**src/rtl/reg_file_arbiter_pkg.sv**
```systemverilog
// Shared state encoding and width default for the register-file arbiter.
package reg_file_arbiter_pkg;

    localparam int WIDTH_DEFAULT = 16;

    typedef enum logic [1:0] {
        IDLE  = 2'd0,
        SERVE = 2'd1,
        DONE  = 2'd2
    } state_t;

endpackage

```
**src/rtl/reg_file_arbiter.sv**
```systemverilog
// Two-requester round-robin arbiter in front of a single-port register file.
// Each access takes IDLE -> SERVE -> DONE, so at most one access per three cycles.
module reg_file_arbiter
    import reg_file_arbiter_pkg::*;
#(
    parameter int WIDTH = WIDTH_DEFAULT
) (
    input  logic             clk,
    input  logic             reset,
    input  logic             req0,
    input  logic             req1,
    input  logic             we0,
    input  logic             we1,
    input  logic [1:0]       addr0,
    input  logic [1:0]       addr1,
    input  logic [WIDTH-1:0] wdata0,
    input  logic [WIDTH-1:0] wdata1,
    output logic             done0,
    output logic             done1,
    output logic [WIDTH-1:0] rdata,
    output logic             busy,
    output logic [1:0]       rf_address,
    output logic [WIDTH-1:0] rf_w_data,
    output logic             rf_regWrite,
    input  logic [WIDTH-1:0] rf_r_data
);

    state_t           state;
    state_t           state_next;
    logic             prio;
    logic             grant;
    logic             sel;
    logic             lat_we;
    logic [1:0]       lat_addr;
    logic [WIDTH-1:0] lat_wdata;

    // NOTE: every always_comb output gets a default first so no latch is inferred.
    always_comb begin
        state_next = state;
        grant      = req1;
        if (req0 && req1) begin
            grant = prio;
        end
        unique case (state)
            IDLE:    if (req0 || req1) state_next = SERVE;
            SERVE:   state_next = DONE;
            DONE:    state_next = IDLE;
            default: state_next = IDLE;
        endcase
    end

    // NOTE: state registers use non-blocking assignments so all flops update together.
    always_ff @(posedge clk) begin
        if (reset) begin
            state     <= IDLE;
            prio      <= 1'b0;
            sel       <= 1'b0;
            lat_we    <= 1'b0;
            lat_addr  <= '0;
            lat_wdata <= '0;
            rdata     <= '0;
        end else begin
            state <= state_next;
            if (state == IDLE && (req0 || req1)) begin
                sel       <= grant;
                prio      <= ~grant;
                lat_we    <= grant ? we1 : we0;
                lat_addr  <= grant ? addr1 : addr0;
                lat_wdata <= grant ? wdata1 : wdata0;
            end
            if (state == SERVE && !lat_we) begin
                rdata <= rf_r_data;
            end
        end
    end

    // The latched request doubles as the register-file bus, so it holds between accesses.
    assign rf_address  = lat_addr;
    assign rf_w_data   = lat_wdata;
    assign rf_regWrite = (state == SERVE) && lat_we && !reset;
    assign busy        = (state != IDLE);
    assign done0       = (state == DONE) && !sel;
    assign done1       = (state == DONE) && sel;

endmodule
```
**config.mk**
```make
export PLATFORM = sky130hd
export DESIGN_NAME = reg_file_arbiter
export DESIGN_NICKNAME = d
export VERILOG_FILES = /design/src/rtl/reg_file_arbiter_pkg.sv /design/src/rtl/reg_file_arbiter.sv
export SDC_FILE = /design/constraint.sdc
export NUM_CORES = 1
export LEC_CHECK = 0
export ABC_AREA = 1
export CAP_MARGIN = 10
export CORE_MARGIN = 2
export CORE_UTILIZATION = 43
export CTS_CLUSTER_SIZE = 40
export DETAILED_ROUTE_END_ITERATION = 12
export HOLD_SLACK_MARGIN = 0.02
export PLACE_DENSITY = 0.91
export SLEW_MARGIN = 20
export SYNTH_ARGS = -nofsm -noshare
export SYNTH_HDL_FRONTEND = slang
export SYNTH_SLANG_ARGS = --single-unit
```
**constraint.sdc**
```tcl
create_clock -name clk -period 3.2 [get_ports clk]
set_clock_uncertainty 0.2 [all_clocks]
set_input_delay 0.8 -clock clk [delete_from_list [all_inputs] [get_ports clk]]
set_output_delay 0.8 -clock clk [all_outputs]
set_load 0.03 [all_outputs]
```
# Yosys cells after proc, flatten, opt, wreduce, memory -nomap -nowiden
# Cells that the tools add are included.
word_totals:
  ff_bits: 39
  in_bits: 58
  out_inout_bits: 38
  word_cells: 30
classes:
  n_eq_ne: 3
  muxes: 6
  n_bitwise: 1
  n_reduce_logical: 13
op_table:
  columns: ["op", "n"]
  rows:
  - ["two-way mux 16 bit", 1]
  - ["logical AND 1 bit", 7]
  - ["two-way mux 2 bit", 2]
  - ["case mux 2 bit (2 select lines)", 1]
  - ["zero test 1 bit", 3]
  - ["== test 2 x 1 -> 1 bit (second input constant)", 1]
  - ["== test 2 bit (second input constant)", 1]
  - ["zero test 2 bit", 1]
  - ["two-way mux 1 bit", 2]
  - ["inequality test 2 bit (second input constant)", 1]
  - ["nonzero test 2 bit", 1]
  - ["logical OR 1 bit", 1]
  - ["inverter 1 bit", 1]

# Logic depth before layout (Yosys ltp)
# Gate-level depths: netlist of the first run.
depth:
  depth_word: 3
  mapped_depth: 8
  depth_no_buf: 6

# Worst setup path before layout of the first run
# OpenSTA, ideal clock, no wires.
synth_path:
  path_kind: "input port to output port"
  start: "in reset"
  end: "out rf_regWrite"
  t_arrival_ns: 1.980
  t_required_ns: 2.200
  slack_ns: 0.220
  stages: 2
  path_buffers: 1
  cell_sequence: "clkbuf_1 nor4_1"
synth_between:
  elab_chain_len: 2
synth_rtl:
  columns: ["element", "line", "text"]
  rows:
  - ["start, declared", "reg_file_arbiter.sv:9", "input logic reset,"]
  - ["zero test 1 bit", "reg_file_arbiter.sv:80", "assign rf_regWrite = (state == SERVE) && lat_we && !reset;"]
  - ["logical AND 1 bit", "reg_file_arbiter.sv:80", null]
  - ["end, declared", "reg_file_arbiter.sv:24", "output logic rf_regWrite,"]
# No other way between the ends.

# Final worst setup path of the first run
layout_path:
  start: "reg state[0]"
  end: "out busy"
layout_between:
  elab_chain_len: 1
layout_rtl:
  columns: ["element", "line", "text"]
  rows:
  - ["start, declared", "reg_file_arbiter.sv:28", "state_t state;"]
  - ["start signal, assigned", "reg_file_arbiter.sv:63", "state <= state_next;"]
  - ["nonzero test 2 bit", "reg_file_arbiter.sv:81", "assign busy = (state != IDLE);"]
  - ["end, declared", "reg_file_arbiter.sv:21", "output logic busy,"]
# No other way between the ends.

==> results of run 1 <==
-- area by class of cell --
class	count	share of cell area [%]
Clock inverter	2	1.16
Clock buffer	6	2.74
Multi-Input combinational cell	200	29.5
Timing Repair Buffer	102	33.2
Tap cell	52	2.16
Sequential cell	39	25.9
Inverter	42	5.32
-- layer usage --
layer | share of wire (%) | global-route usage (%)
met4 | 0.79 | 5.87
met2 | 51 | 37.1
met1 | 40 | 24.6
met5 | 0 | 0
met3 | 7.4 | 6.19
-- worst paths after layout --
kind         slack, ns                   endpoint  cells after the start                  start
min               0.26      rdata[4]$_SDFFE_PP0P_                      2  rdata[4]$_SDFFE_PP0P_
max               0.45                       busy                      3  state[0]$_SDFFE_PP0P_
max reg2reg       1.60  rf_w_data[0]$_SDFFE_PP0P_                      6  state[0]$_SDFFE_PP0P_
min reg2reg       0.26      rdata[4]$_SDFFE_PP0P_                      2  rdata[4]$_SDFFE_PP0P_
-- worst max-delay path: cells and delay by family (launching register included) --
family        cells  cell delay, ns
buf+inv           2            0.82
flops             1            0.53
simple gates      1            0.12
-- cells by family after synthesis --
logic type      after synthesis  share of synthesized area (%)
buf+inv                      63                           14.9
flops                        39                           39.8
simple gates                162                           35.2
compound gates               38                           10.0
-- registers in the layout, indices dropped and copies added, names as in the netlist --
| signal | cells |
|---|---|
| rf_w_data | 16 |
| prio | 1 |
| sel | 1 |
| rf_address | 2 |
| rdata | 16 |
| state | 2 |
| lat_we | 1 |
-- Yosys cell counts --
cell type and number:
dfxtp_1 39, nor2_1 43, nor2_2 1, buf_2 3, buf_1 1, inv_2 1
buf_6 3, nand3_1 19, clkbuf_1 7, nand4_1 16, inv_1 40, nor3_1 2
and3_1 1, nand2_1 77, o21ai_2 1, inv_4 1, a21oi_1 36, nand2_2 1
nor4_1 1, a21boi_0 1, buf_4 7, nand3_2 1
-- power breakdown --
part,switching [W],total [W],internal (W)
sequential,0.0000261,0.000557,0.000530
combinational,0.000243,0.000441,0.000198
clock,0.000164,0.000416,0.000252
-- through the flow --
stage	std cells	setup slack, ns
after detailed placement	435	0.518
after floorplan	302	0.220
after global routing	443	0.364
after CTS	443	0.425
final	443	0.450
after global placement	435	0.518
==> impl_metrics.json, run 1 <==
{
  "synth_area_um2": 1960,
  "fmax_mhz": 364,
  "dr.pass1.iters": 5,
  "grt_max_degree": 39,
  "rsz0062_at_grt": "false",
  "required_ns": 2.20,
  "finalPower_w": 0.00141,
  "route.detailed.drc": 0,
  "die_y_um": 71.5,
  "fin_crit_sh_pct": 85.9,
  "grt_pass1_wl_um": 8720,
  "final_common_cell": "clkdlybuf4s50_1",
  "critical_path_arrival_ns": 1.75,
  "placed_cell_area_um2": 2890,
  "area_growth_pct": 53.7,
  "crit_path_cell_trace": "inv_1 -> nand2_2 -> clkdlybuf4s50_1",
  "cts_setup_buffers": 0,
  "synth_seq_cells": 39,
  "die_w_um": 71.5,
  "yosysSeqAreaShare_pct": 39.8,
  "max_slew_margin_pct": 58.0,
  "gp_congestion": 0.781,
  "cp-start-kind": "flop",
  "via_count": 2157,
  "hp-class": "reg2reg",
  "cts_buffer_depth": 2,
  "wl_per_cell_um": 11.7,
  "slowest_stage": "clkdlybuf4s50_1",
  "layout_common_cells": "94 x clkdlybuf4s50_1, 77 x nand2_1, 43 x nor2_1",
  "report.final.slew_viol_count": 0,
  "core_area_um2": 4380,
  "final_core_util_pct": 68.7,
  "report.final.setup_viol": 0,
  "drive_gt1_share_pct": 5.63,
  "synth_top_cell_by_area": "dfxtp_1",
  "ys_types": 22,
  "crit_fanout": 10,
  "nets": 448,
  "nFillCells": 392,
  "yosys_warnings": 0,
  "n_antenna_cell": 0,
  "hold_buffers": 0,
  "ioPinCount": 96,
  "dpl.hpwl_um": 3820,
  "timing.hold.ws_ns": 0.262,
  "start_util_pct": 44.7,
  "max_cap_violations": 0,
  "hold_violations": 0,
  "placementRows": 24,
  "peakVddDrop_mv": 0.200,
  "syn_inst": 302,
  "status": "finished, final reports clean",
  "final_area_um2": 3010,
  "first_global_vias": 2034,
  "multi_input_comb_area_um2": 887,
  "seq_area_um2": 781,
  "period_minus_slack_ns": 2.75,
  "clock-root-buffer": "clkbuf_8",
  "post_drt_via_cell_ratio": 4.87,
  "wl_um": 5170,
  "critPathCaptureType": "output port",
  "cpPeakStageDelay_ns": 0.67,
  "numPortBuffers": 95,
  "cts_resized": 0,
  "setup-tns-final_ns": 0,
  "cts_buffers": 5,
  "h-tree-depth": 2,
  "drtIter0Drc": 92,
  "pwr_density_cell_nw_per_um2": 469,
  "ys_top_cells_by_area": "dfxtp_1 40%, nand2_1 15%, a21oi_1 9.2%",
  "grt_util_all_layers_pct": 21.0,
  "leakagePower_nw": 1.34,
  "postRouteAntennaNets": 0,
  "insertion_delay_ns": 0.28,
  "synth_nets": 360,
  "overflow": 0,
  "synthDominantCellAreaShare_pct": 39.8,
  "cts_tree": "yes",
  "clkTransAtPathRegs_ns": 0.07,
  "die-area_um2": 5110,
  "path_class": "reg2out",
  "antenna_found_initial": 0,
  "worst_pin_slew_ns": 0.630,
  "clkSinkCount": 39,
  "avgSynthCellArea_um2": 6.49
}
Power figures use the tool's default switching activity.
==> run 2, diff against run 1 <==
--- a/config.mk
+++ b/config.mk
@@ -13,5 +13,5 @@
 export DETAILED_ROUTE_END_ITERATION = 12
 export HOLD_SLACK_MARGIN = 0.02
-export PLACE_DENSITY = 0.91
+export PLACE_DENSITY = 0.85
 export SLEW_MARGIN = 20
 export SYNTH_ARGS = -nofsm -noshare
==> constraint.sdc (replaced) <==
create_clock -name clk -period 3.2 [get_ports clk]
set_clock_uncertainty 0.2 [all_clocks]
set_input_delay 0.8 -clock clk [delete_from_list [all_inputs] [get_ports clk]]
set_output_delay 0.8 -clock clk [all_outputs]
set_load 0.01 [all_outputs]
==> run 2 against run 1 <==
Against the previous run:
- routed wire length down 7.0%
- design area about the same
- register-to-register slack worse by 0.20 ns
- die area unchanged
- clock power down 3%
- sequential cell count unchanged
- critical endpoint is now rf_regWrite
- largest power group unchanged
==> impl_metrics.json, run 2 (synthesis results as in run 1) <==
{
  "status": "finished, final reports clean",
  "dp_cells": 435,
  "antenna_found_initial": 0,
  "fin_crit_sh_pct": 95.7,
  "clkSinkCount": 39,
  "report.final.setup_viol": 0,
  "finalPower_w": 0.00134,
  "layout_common_cells": "95 x clkdlybuf4s50_1, 77 x nand2_1, 43 x nor2_1",
  "h-tree-depth": 2,
  "post_drt_via_cell_ratio": 4.60,
  "cpMostUsedCell": "clkdlybuf4s50_1",
  "wl_um": 4800,
  "cts_resized": 0,
  "dr.pass1.iters": 4,
  "pre_cts_ws_ns": 0.142,
  "setup-tns-final_ns": 0,
  "clkTransAtPathRegs_ns": 0.08,
  "report.final.slew_viol_count": 0,
  "grt-busiest-layer": "met2",
  "n_antenna_cell": 0,
  "path_class": "in2out",
  "rsz0062_at_grt": "false",
  "max_slew_margin_pct": 58.0,
  "crit_fanout": 2,
  "crit_buf_inv": 2,
  "grt_util_all_layers_pct": 18.9,
  "grt_use_met1_pct": 23.2,
  "postRouteAntennaNets": 0,
  "cts_buffers": 5,
  "drtIter0Drc": 60,
  "period_minus_slack_ns": 3.06,
  "hold_violations": 0,
  "required_ns": 2.20,
  "hp-class": "reg2reg",
  "die-area_um2": 5110,
  "die_w_um": 71.5,
  "final_cells": 443,
  "hold_buffers": 0,
  "cts_tree": "yes",
  "critical_path_arrival_ns": 2.06,
  "area_growth_pct": 53.6,
  "final_common_cell": "clkdlybuf4s50_1",
  "core_area_um2": 4380,
  "insertion_delay_ns": 0.29,
  "start_util_pct": 44.7,
  "cts_setup_buffers": 0,
  "final_core_util_pct": 68.6,
  "dpl.hpwl_um": 3510,
  "die_y_um": 71.5,
  "ff2ff_setup_slack_ns": 1.40,
  "route.detailed.drc": 0,
  "clock-root-buffer": "clkbuf_8",
  "grt_use_met2_pct": 32.2,
  "pwr_density_cell_nw_per_um2": 444,
  "cp-start-kind": "input port",
  "critPathCaptureType": "output port",
  "worst_slack_ns": 0.138,
  "grt_max_degree": 39,
  "groute.layer.met3.usage_pct": 5.34,
  "placementRows": 24,
  "overflow": 0,
  "max_cap_violations": 0,
  "cts_buffer_depth": 2,
  "first_global_vias": 1782,
  "leakagePower_nw": 1.33,
  "peakVddDrop_mv": 0.220,
  "critPathTopFamily": "buffers and inverters",
  "worst_pin_slew_ns": 0.629,
  "crit_path_cell_trace": "clkdlybuf4s50_1 -> nor4_1 -> clkdlybuf4s50_1",
  "numPortBuffers": 95,
  "fmax_mhz": 327,
  "via_count": 2036,
  "ioPinCount": 96,
  "cpPeakStageDelay_ns": 0.58,
  "wl_per_cell_um": 10.8,
  "slowest_stage": "clkdlybuf4s50_1",
  "grt_pass1_wl_um": 7830,
  "nets": 448,
  "drive_gt1_share_pct": 5.37,
  "gp_congestion": 0.770
}
[run 2: cell types whose count changed in the layout (fill, tap and decap cells not counted)]
cell             previous run  this run
buf_4                       8         7
clkbuf_8                    6         5
clkdlybuf4s50_1            94        95
clkinv_4                    0         1
[run 2: worst register-to-register path: stages (launching register included)]
cell	delay, ns
dfxtp_1	0.38
inv_4	0.20
nand2_2	0.09
nor2_2	0.36
buf_4	0.27
nand2_1	0.07
nor2_1	0.10
nor2_1	0.04
[run 2: path summary, 6_finish.rpt]
check / from / endpoint / cells past startpoint
max reg2reg: state[1]$_SDFFE_PP0P_ / rf_w_data[9]$_SDFFE_PP0P_ / 7
max: reset / rf_regWrite / 3
min: rdata[15]$_SDFFE_PP0P_ / rdata[15]$_SDFFE_PP0P_ / 2
min reg2reg: rdata[15]$_SDFFE_PP0P_ / rdata[15]$_SDFFE_PP0P_ / 2
[run 2: per-stage QoR]
step                      hold WS (ns)  instance area, µm²
final                            0.263                3010
after global placement           0.248                2900
after global routing             0.281                3010
after CTS                        0.267                3010
after detailed placement         0.255                2900
after floorplan                  0.253                1960
[run 2: area by class of cell]
| cell class | instances | area (µm²) |
|---|---|---|
| Fill cell | 375 | 1380 |
| Timing Repair Buffer | 102 | 1000 |
| Multi-Input combinational cell | 200 | 887 |
| Sequential cell | 39 | 781 |
| Inverter | 42 | 160 |
| Clock buffer | 5 | 68.8 |
| Tap cell | 52 | 65.1 |
| Clock inverter | 3 | 43.8 |
[run 2: routing by layer]
metal,up-vias,share of wire (%)
met2,64,49
li1,1118,-
met4,0,0.96
met1,849,42
met3,5,7.6
met5,-,0
[run 2: report_power, final]
| part | internal [W] | switching, W |
|---|---|---|
| Sequential | 0.000530 | 0.0000252 |
| Clock | 0.000232 | 0.000172 |
| Combinational | 0.000198 | 0.000178 |
| Total | 0.000960 | 0.000375 |
==> run 3, diff against run 2 <==
CORE_UTILIZATION = 40   (was 43)
PLACE_DENSITY = 0.79   (was 0.85)
clock period = 3 ns   (was 3.2 ns; I/O delays follow)
==> run 3 against run 2 <==
Against the previous run:
- global-route usage decreased by 0.76 points
- highest routed layer unchanged
- die area rose by 7.1%
- critical path depth unchanged
==> impl_metrics.json, run 3 (synthesis results as in run 1) <==
{
  "status": "finished, final reports clean",
  "path_class": "reg2out",
  "nFillCells": 450,
  "crit_path_cell_trace": "inv_1 -> nand2_2 -> clkdlybuf4s50_1",
  "r2r_end": "rdata[10]$_SDFFE_PP0P_",
  "dr.pass1.iters": 4,
  "cp-start-kind": "flop",
  "core_area_um2": 4720,
  "placementRows": 25,
  "h-tree-depth": 2,
  "hp-start": "rdata[13]$_SDFFE_PP0P_",
  "hp-class": "reg2reg",
  "overflow": 0,
  "cts_buffers": 5,
  "die_w_um": 74.0,
  "start_util_pct": 41.5,
  "final_common_cell": "clkdlybuf4s50_1",
  "cts_setup_buffers": 0,
  "period_minus_slack_ns": 2.72,
  "postRouteAntennaNets": 0,
  "final_cells": 460,
  "seq_area_um2": 781,
  "fin_crit_sh_pct": 90.6,
  "ff2ff_path_depth": 4,
  "n_antenna_cell": 0,
  "slowest_stage": "dfxtp_1",
  "r2r-start": "state[0]$_SDFFE_PP0P_",
  "insertion_delay_ns": 0.29,
  "wl_um": 4930,
  "clkSinkCount": 39,
  "antenna_found_initial": 0,
  "numPortBuffers": 95,
  "crit_fanout": 15,
  "setup-tns-final_ns": 0,
  "dp_cells": 452,
  "dpl.hpwl_um": 3620,
  "report.final.setup_viol": 0,
  "report.final.slew_viol_count": 0,
  "first_global_vias": 1779,
  "final_area_um2": 3050,
  "critPathCaptureType": "output port",
  "gp_congestion": 0.749,
  "layout_common_cells": "94 x clkdlybuf4s50_1, 77 x nand2_1, 43 x nor2_1",
  "clock-root-buffer": "clkbuf_8",
  "worst_pin_slew_ns": 0.628,
  "peakVddDrop_mv": 0.258,
  "nets": 450,
  "wl_per_cell_um": 10.7,
  "critical_path_arrival_ns": 1.77,
  "cts_resized": 0,
  "max_cap_violations": 0,
  "clkTransAtPathRegs_ns": 0.07,
  "post_drt_via_cell_ratio": 4.52,
  "via_count": 2078,
  "fmax_mhz": 368,
  "grt_util_all_layers_pct": 18.1,
  "cpPeakStageDelay_ns": 0.63,
  "hold_buffers": 0,
  "ff2ff_setup_slack_ns": 1.30,
  "drive_gt1_share_pct": 5.85,
  "grt_max_degree": 39,
  "max_slew_margin_pct": 58.1,
  "ioPinCount": 96,
  "cts_buffer_depth": 2,
  "holdPathStages": 2,
  "area_growth_pct": 55.7,
  "min_to": "rdata[13]$_SDFFE_PP0P_",
  "rsz0062_at_grt": "false",
  "multi_input_comb_area_um2": 887,
  "required_ns": 2.05,
  "drtIter0Drc": 71,
  "hold_violations": 0,
  "placed_cell_area_um2": 2930,
  "die-area_um2": 5470,
  "route.detailed.drc": 0,
  "die_y_um": 74.0,
  "pwr_density_cell_nw_per_um2": 474,
  "leakagePower_nw": 1.36,
  "cts_tree": "yes",
  "grt_pass1_wl_um": 7740
}
run 3: cell count changes in the layout (fill, tap and decap cells not counted):
cell             change
dlymetal6s2s_1       +1
clkinv_4             -1
clkbuf_8             +1
buf_4                +2
clkdlybuf4s50_1      -1
run 3: critical path, delay by kind of cell, from the launching register on:
family	cells	cell delay (ns)
flops	1	0.63
simple gates	1	0.12
buf+inv	2	0.72
run 3: per-stage QoR:
| stage | hold WS, ns | util [%] | total power (W) | setup slack (ns) |
|---|---|---|---|---|
| 2_1_floorplan | 0.253 | - | 0.000822 | 0.671 |
| 3_3_place_gp | 0.248 | 62.0 | 0.00101 | 0.0575 |
| 3_5_place_dp | 0.253 | 62.0 | 0.00101 | 0.0181 |
| 4_1_cts | 0.264 | 64.5 | 0.00147 | 0.0126 |
| 5_1_grt | 0.280 | 64.6 | 0.00153 | 0.183 |
| 6_report | 0.260 | 64.6 | 0.00145 | 0.283 |
run 3: how the worst max path moves through the flow:
stage	end	start	slack (ns)
after floorplan	rf_regWrite	reset	0.67
after global placement	rf_regWrite	reset	0.06
after detailed placement	rf_regWrite	reset	0.02
after CTS	rf_regWrite	reset	0.01
after global routing	busy	state[0]$_SDFFE_PP0P_	0.18
final	busy	state[0]$_SDFFE_PP0P_	0.28
run 3: area by class of cell:
class                   count  area share (%)
clock buffers               6            2.71
clock inverters             2            1.15
inverters                  42            5.25
multi-input cells         200            29.1
flip-flops and latches     39            25.6
well taps                  67            2.75
repair buffers            104            33.5
run 3: metal layers:
layer  wire length, µm  GRT usage [%]
met5                 0              0
met4                65           6.67
met3               401           5.83
met2              2410           31.1
met1              2060           21.2
run 3: power breakdown:
part           internal (W)  switching, W
clock              0.000269      0.000178
sequential         0.000566     0.0000284
combinational      0.000215      0.000191
total               0.00105      0.000397
